**config.mk**
```make
export PLATFORM = sky130hd
export DESIGN_NAME = tlul_get_arbiter
export DESIGN_NICKNAME = d
export VERILOG_FILES = /design/src/rtl/tlul_get_arbiter.sv
export SDC_FILE = /design/constraint.sdc
export NUM_CORES = 1
export LEC_CHECK = 0
export BUFFER_PORTS_ARGS = -buffer_cell sky130_fd_sc_hd__buf_2
export CAP_MARGIN = 40
export CELL_PAD_IN_SITES_DETAIL_PLACEMENT = 1
export CELL_PAD_IN_SITES_GLOBAL_PLACEMENT = 2
export CORE_MARGIN = 8
export CORE_UTILIZATION = 13
export CTS_CLUSTER_DIAMETER = 120
export DETAILED_ROUTE_END_ITERATION = 10
export PLACE_DENSITY_LB_ADDON = 0.2
export SYNTH_ARGS = -nofsm -noshare
export SYNTH_HDL_FRONTEND = slang
export SYNTH_SLANG_ARGS = --single-unit
```
**constraint.sdc**
```tcl
create_clock -name clk -period 1.9 [get_ports clk]
set_input_delay 0.095 -clock clk [delete_from_list [all_inputs] [get_ports clk]]
set_output_delay 0.095 -clock clk [all_outputs]
set_load 0.05 [all_outputs]
```
**src/rtl/tlul_get_arbiter.sv**
```systemverilog
// tlul_get_arbiter
//   Shares one downstream TL-UL Get slave between NUM_HOSTS upstream hosts.
//   Round-robin arbitration, one transaction outstanding at a time. The grant
//   is held from A acceptance until the D handshake completes. Requests that
//   are not Get (opcode 4) are consumed and answered locally with an AccessAck,
//   so the single-outstanding slave never sees them.
//
//   Handshake rule used on every channel: a beat transfers on the rising clock
//   edge where valid and ready are both high. Valid never depends on ready.
//
// Ports
//   clk, rst_n           clock, asynchronous active-low reset
//   h_a_*                flattened per-host A channels (host i at [W*i +: W])
//   h_d_valid/h_d_ready  per-host D handshake
//   h_d_*                shared D fields, qualified by h_d_valid
//   a_*                  downstream A channel to the Get slave
//   d_*                  downstream D channel from the Get slave
module tlul_get_arbiter #(
    parameter int NUM_HOSTS = 2,
    parameter int GIDX_W    = $clog2(NUM_HOSTS)
) (
    input  logic                    clk,
    input  logic                    rst_n,
    input  logic [NUM_HOSTS-1:0]    h_a_valid,
    output logic [NUM_HOSTS-1:0]    h_a_ready,
    input  logic [3*NUM_HOSTS-1:0]  h_a_opcode,
    input  logic [3*NUM_HOSTS-1:0]  h_a_param,
    input  logic [4*NUM_HOSTS-1:0]  h_a_size,
    input  logic [4*NUM_HOSTS-1:0]  h_a_mask,
    input  logic [32*NUM_HOSTS-1:0] h_a_address,
    input  logic [32*NUM_HOSTS-1:0] h_a_data,
    input  logic [3*NUM_HOSTS-1:0]  h_a_source,
    output logic [NUM_HOSTS-1:0]    h_d_valid,
    input  logic [NUM_HOSTS-1:0]    h_d_ready,
    output logic [2:0]              h_d_opcode,
    output logic [2:0]              h_d_param,
    output logic [3:0]              h_d_size,
    output logic [31:0]             h_d_data,
    output logic [2:0]              h_d_source,
    output logic [1:0]              h_d_sink,
    output logic                    a_valid,
    input  logic                    a_ready,
    output logic [2:0]              a_opcode,
    output logic [2:0]              a_param,
    output logic [3:0]              a_size,
    output logic [3:0]              a_mask,
    output logic [31:0]             a_address,
    output logic [31:0]             a_data,
    output logic [2:0]              a_source,
    input  logic                    d_valid,
    output logic                    d_ready,
    input  logic [2:0]              d_opcode,
    input  logic [2:0]              d_param,
    input  logic [3:0]              d_size,
    input  logic [31:0]             d_data,
    input  logic [2:0]              d_source,
    input  logic [1:0]              d_sink
);

    localparam logic [2:0] OP_GET = 3'd4;

    typedef enum logic [1:0] {
        ST_IDLE   = 2'd0,
        ST_FWD_A  = 2'd1,
        ST_WAIT_D = 2'd2,
        ST_LOC_D  = 2'd3
    } state_e;

    state_e             state_q, state_d;
    logic [GIDX_W-1:0]  grant_q, grant_d;
    logic [GIDX_W-1:0]  rr_ptr_q, rr_ptr_d;
    // Inside LOC_D: 0 on the consuming entry cycle, 1 while the ack is offered.
    logic               loc_rsp_q, loc_rsp_d;
    logic [3:0]         cap_size_q, cap_size_d;
    logic [2:0]         cap_source_q, cap_source_d;

    // Unflattened views of the host A fields, indexed by host number.
    logic [2:0]  opc_arr  [NUM_HOSTS];
    logic [2:0]  par_arr  [NUM_HOSTS];
    logic [3:0]  siz_arr  [NUM_HOSTS];
    logic [3:0]  msk_arr  [NUM_HOSTS];
    logic [31:0] adr_arr  [NUM_HOSTS];
    logic [31:0] dat_arr  [NUM_HOSTS];
    logic [2:0]  src_arr  [NUM_HOSTS];

    for (genvar i = 0; i < NUM_HOSTS; i++) begin : g_unpack
        assign opc_arr[i] = h_a_opcode[3*i +: 3];
        assign par_arr[i] = h_a_param[3*i +: 3];
        assign siz_arr[i] = h_a_size[4*i +: 4];
        assign msk_arr[i] = h_a_mask[4*i +: 4];
        assign adr_arr[i] = h_a_address[32*i +: 32];
        assign dat_arr[i] = h_a_data[32*i +: 32];
        assign src_arr[i] = h_a_source[3*i +: 3];
    end

    // Round-robin pick: first requesting host scanning rr_ptr, rr_ptr+1, ...
    // with wrap at NUM_HOSTS (not at a power of two).
    logic              arb_found;
    logic [GIDX_W-1:0] arb_idx;
    logic [GIDX_W-1:0] cand;

    always_comb begin
        arb_found = 1'b0;
        arb_idx   = '0;
        cand      = rr_ptr_q;
        for (int k = 0; k < NUM_HOSTS; k++) begin
            if (!arb_found && h_a_valid[cand]) begin
                arb_found = 1'b1;
                arb_idx   = cand;
            end
            cand = (cand == GIDX_W'(NUM_HOSTS - 1)) ? '0 : cand + 1'b1;
        end
    end

    logic [GIDX_W-1:0] next_ptr;
    assign next_ptr = (grant_q == GIDX_W'(NUM_HOSTS - 1)) ? '0 : grant_q + 1'b1;

    always_comb begin
        state_d      = state_q;
        grant_d      = grant_q;
        rr_ptr_d     = rr_ptr_q;
        loc_rsp_d    = loc_rsp_q;
        cap_size_d   = cap_size_q;
        cap_source_d = cap_source_q;

        h_a_ready  = '0;
        h_d_valid  = '0;
        h_d_opcode = '0;
        h_d_param  = '0;
        h_d_size   = '0;
        h_d_data   = '0;
        h_d_source = '0;
        h_d_sink   = '0;
        a_valid    = 1'b0;
        a_opcode   = '0;
        a_param    = '0;
        a_size     = '0;
        a_mask     = '0;
        a_address  = '0;
        a_data     = '0;
        a_source   = '0;
        d_ready    = 1'b0;

        case (state_q)
            ST_IDLE: begin
                if (arb_found) begin
                    grant_d   = arb_idx;
                    loc_rsp_d = 1'b0;
                    state_d   = (opc_arr[arb_idx] == OP_GET) ? ST_FWD_A : ST_LOC_D;
                end
            end

            ST_FWD_A: begin
                a_valid            = h_a_valid[grant_q];
                a_opcode           = opc_arr[grant_q];
                a_param            = par_arr[grant_q];
                a_size             = siz_arr[grant_q];
                a_mask             = msk_arr[grant_q];
                a_address          = adr_arr[grant_q];
                a_data             = dat_arr[grant_q];
                a_source           = src_arr[grant_q];
                h_a_ready[grant_q] = a_ready;
                // A host that drops valid early just leaves us waiting here.
                if (h_a_valid[grant_q] && a_ready) begin
                    state_d = ST_WAIT_D;
                end
            end

            ST_WAIT_D: begin
                h_d_valid[grant_q] = d_valid;
                h_d_opcode         = d_opcode;
                h_d_param          = d_param;
                h_d_size           = d_size;
                h_d_data           = d_data;
                h_d_source         = d_source;
                h_d_sink           = d_sink;
                d_ready            = h_d_ready[grant_q];
                if (d_valid && h_d_ready[grant_q]) begin
                    rr_ptr_d = next_ptr;
                    state_d  = ST_IDLE;
                end
            end

            ST_LOC_D: begin
                if (!loc_rsp_q) begin
                    // Consume the non-Get request and remember what the ack echoes.
                    h_a_ready[grant_q] = 1'b1;
                    cap_size_d         = siz_arr[grant_q];
                    cap_source_d       = src_arr[grant_q];
                    loc_rsp_d          = 1'b1;
                end else begin
                    h_d_valid[grant_q] = 1'b1;
                    h_d_size           = cap_size_q;
                    h_d_source         = cap_source_q;
                    if (h_d_ready[grant_q]) begin
                        loc_rsp_d = 1'b0;
                        rr_ptr_d  = next_ptr;
                        state_d   = ST_IDLE;
                    end
                end
            end

            default: state_d = ST_IDLE;
        endcase
    end

    always_ff @(posedge clk or negedge rst_n) begin
        if (!rst_n) begin
            state_q      <= ST_IDLE;
            grant_q      <= '0;
            rr_ptr_q     <= '0;
            loc_rsp_q    <= 1'b0;
            cap_size_q   <= '0;
            cap_source_q <= '0;
        end else begin
            state_q      <= state_d;
            grant_q      <= grant_d;
            rr_ptr_q     <= rr_ptr_d;
            loc_rsp_q    <= loc_rsp_d;
            cap_size_q   <= cap_size_d;
            cap_source_q <= cap_source_d;
        end
    end

endmodule

```
==> results.yml <==
status:
  run_status: "finished clean"
place:
  hpwlAfterDp_um: 13900
  placedCellCount: 874
  gp_congestion: 0.814
  io_buffers: 350
synth:
  synth_edf_count: 0
  synth_area_leaders: "mux2i_1 37%, nor2_1 16%, dfrtp_1 13%, and3_1 11%, buf_2 3.1%"
  yosysTopAreaCell: "mux2i_1"
  synth_nets: 537
  ys_seq_area_share_pct: 13.3
  synth_top_area_share_pct: 36.9
  yosys.cell_types.count: 30
  syn_area_per_cell_um2: 7.04
  yosys_register_bits: 12
  syn_area_um2: 2250
  synth.most_common_cell: "nor2_1"
  async_flop_share_pct: 100
  yosysWarnings: 0
  ys_dominant_reg_cell: "dfrtp_1"
  synth_common_cells: "97 x nor2_1, 83 x mux2i_1, 40 x and3_1"
  netlist_instances: 320
power_and_ir_drop:
  powerDensity_nw_per_um2: 1630
  p_leak_nw: 2.76
  p_total_mw: 7.17
  ir_drop_mv: 0.519
flow_run:
  cap_violations: 0
critical_path:
  worst-path-stages: 4
  rr_worst_depth: 5
  crit_required_ps: 1800
  slowest_delay_ps: 500
  critical_path.n_buffers_inverters: 2
  start_kind: "flop"
  crit_type: "flop to output port"
  cp-end-kind: "output port"
  critPathMaxFanout: 45
  crit_chain: "nand2_2, buf_4, nor2_1, buf_2"
  critPathSlowestCell: "dfrtp_1"
  arrival_ps: 1680
  critical-path-top-delay-family: "buffers and inverters"
final_layout:
  drive_gt1_share_pct: 57.1
  antennaDiodeCount: 0
  final_nets: 878
  fin_util_pct: 25.7
  filler_cell_count: 2203
  multi_input_area_um2: 1760
  regArea_um2: 304
  fin_cells: 885
  area_growth_syn_to_layout_pct: 95.1
timing:
  rsz0062_at_grt: "no"
  max-slew-margin-rel_pct: 67.6
  finalSetupViolCount: 0
  worstMarginPinSlew_ps: 485
  slew_violations: 0
  tns_ps: 0
  hold_violations: 0
  skew_ps: 2.73
  fmax_ghz: 0.564
  finalCritPeriodShare_pct: 93.3
  period_minus_slack_ps: 1770
global_routing:
  gr-total-overflow: 0
  antenna_found_initial: 0
  grtUsageTotal_pct: 13.4
  grt_pass1_vias: 3895
  grt_pass1_wl_um: 23400
  grt_max_degree: 50
floorplanning:
  core_area_um2: 17100
  io_pins: 351
  row_count: 48
  dieHeight_um: 148
  die-width_um: 148
  initial_core_util_pct: 13.2
  die_area_um2: 21800
hold_path:
  min_path_cells: 2
  hold_path.class: "input pin to flop"
clocking:
  htree_levels: 1
  clk_pin_slew_ps: 40
  cts_buffers: 3
  clockBufferDepth: 2
  clk_latency_ps: 240
  tritoncts: "built"
  clock_sinks: 12
  clockRootBuffer: "clkbuf_16"
route:
  drc: 0
  vias: 3556
  wire_per_inst_um: 17.9
  final_antenna_net_count: 0
  drt_pre_antenna_iters: 4
  drtIter0Drc: 114
  avgViaCountPerCell: 4.02
  wirelength_um: 15900
## power by group
part | internal (mW) | total (mW) | switching [mW]
clock network | 0.318 | 0.428 | 0.110
registers | 0.389 | 0.556 | 0.167
logic | 1.85 | 6.19 | 4.34
## through the flow
step	cell area (um2)	setup slack, ps	hold WS (ps)
floorplan	2250	65.9	-201
global placement	4250	308	-0.694
detailed placement	4250	259	4.45
CTS	4350	5.10	70.9
global route	4400	3.39	87.6
finish	4400	127	78.2
## logic make-up after synthesis
logic type / synth area share [%]
AO/OA/AOI/OAI: 8.33
buffers and inverters: 8.66
flip-flops: 13.3
multiplexers: 37.4
AND/OR/NAND/NOR: 32.3
## cells in the final DEF, fill, tap and decap left out
cell / Yosys / final
mux2i_1: 83 / 83
a21oi_1: 3 / 3
inv_1: 3 / 3
buf_12: 0 / 4
or2_1: 1 / 1
nor2b_1: 2 / 2
nor3_1: 2 / 2
a32o_1: 1 / 1
a211oi_2: 1 / 1
nand2b_1: 2 / 2
and2_4: 1 / 1
clkbuf_8: 0 / 1
buf_4: 7 / 13
a311oi_1: 1 / 1
nand3_1: 1 / 1
buf_2: 14 / 349
clkinv_2: 1 / 1
o21a_1: 1 / 1
dlygate4sd3_1: 0 / 1
and3_1: 40 / 40
dfrtp_1: 12 / 11
nor4b_1: 2 / 2
mux2_2: 1 / 1
nor2_1: 97 / 97
a22oi_1: 6 / 6
o21ai_1: 8 / 8
clkbuf_16: 0 / 3
o22ai_1: 1 / 1
a211o_1: 1 / 1
nand2_1: 11 / 10
o32ai_1: 1 / 1
buf_6: 2 / 1
dfrtp_4: 0 / 1
o21ai_0: 5 / 5
nand2_2: 0 / 1
## state kept, by name, indices dropped and copies added (netlist names)
signal,flops
grant_q,1
rr_ptr_q,1
state_q,2
cap_size_q,4
cap_source_q,3
loc_rsp_q,1
## routing by layer
layer / track usage [%] / vias to the layer above / share of wire (%) / wire length, um
li1: - / 1787 / - / -
met1: 15.0 / 1601 / 39 / 6210
met2: 25.2 / 166 / 53 / 8340
met3: 4.00 / 2 / 8.1 / 1280
met4: 1.38 / 0 / 0.25 / 40
met5: 0 / - / 0 / 0
## cell type report
| type | count | share of cell area (%) |
|---|---|---|
| Clock buffer | 4 | 2.02 |
| Tap cell | 225 | 6.40 |
| Sequential cell | 12 | 6.92 |
| Inverter | 4 | 0.370 |
| Timing Repair Buffer | 368 | 44.3 |
| Multi-Input combinational cell | 272 | 40.0 |
## what timing repair did
item	CTS	global route
endpoints found under the hold margin	12	0
hold buffers	1	0
endpoints found under the setup margin	0	18
gates resized for setup	0	1
setup buffers	0	6
## worst paths after layout
kind / startpoint / end / slack (ps)
setup / recovery: state_q[0] / a_address[18] / 130
min in group asynchronous: rst_n / cap_source_q[1] / 290
setup reg to reg: grant_q / state_q[0] / 270
hold / removal: h_d_ready[1] / rr_ptr_q / 80
max in group asynchronous: rst_n / grant_q / 1350
hold reg to reg: cap_size_q[2] / cap_size_q[2] / 490
Note: power is estimated with default switching activity, not from simulation.
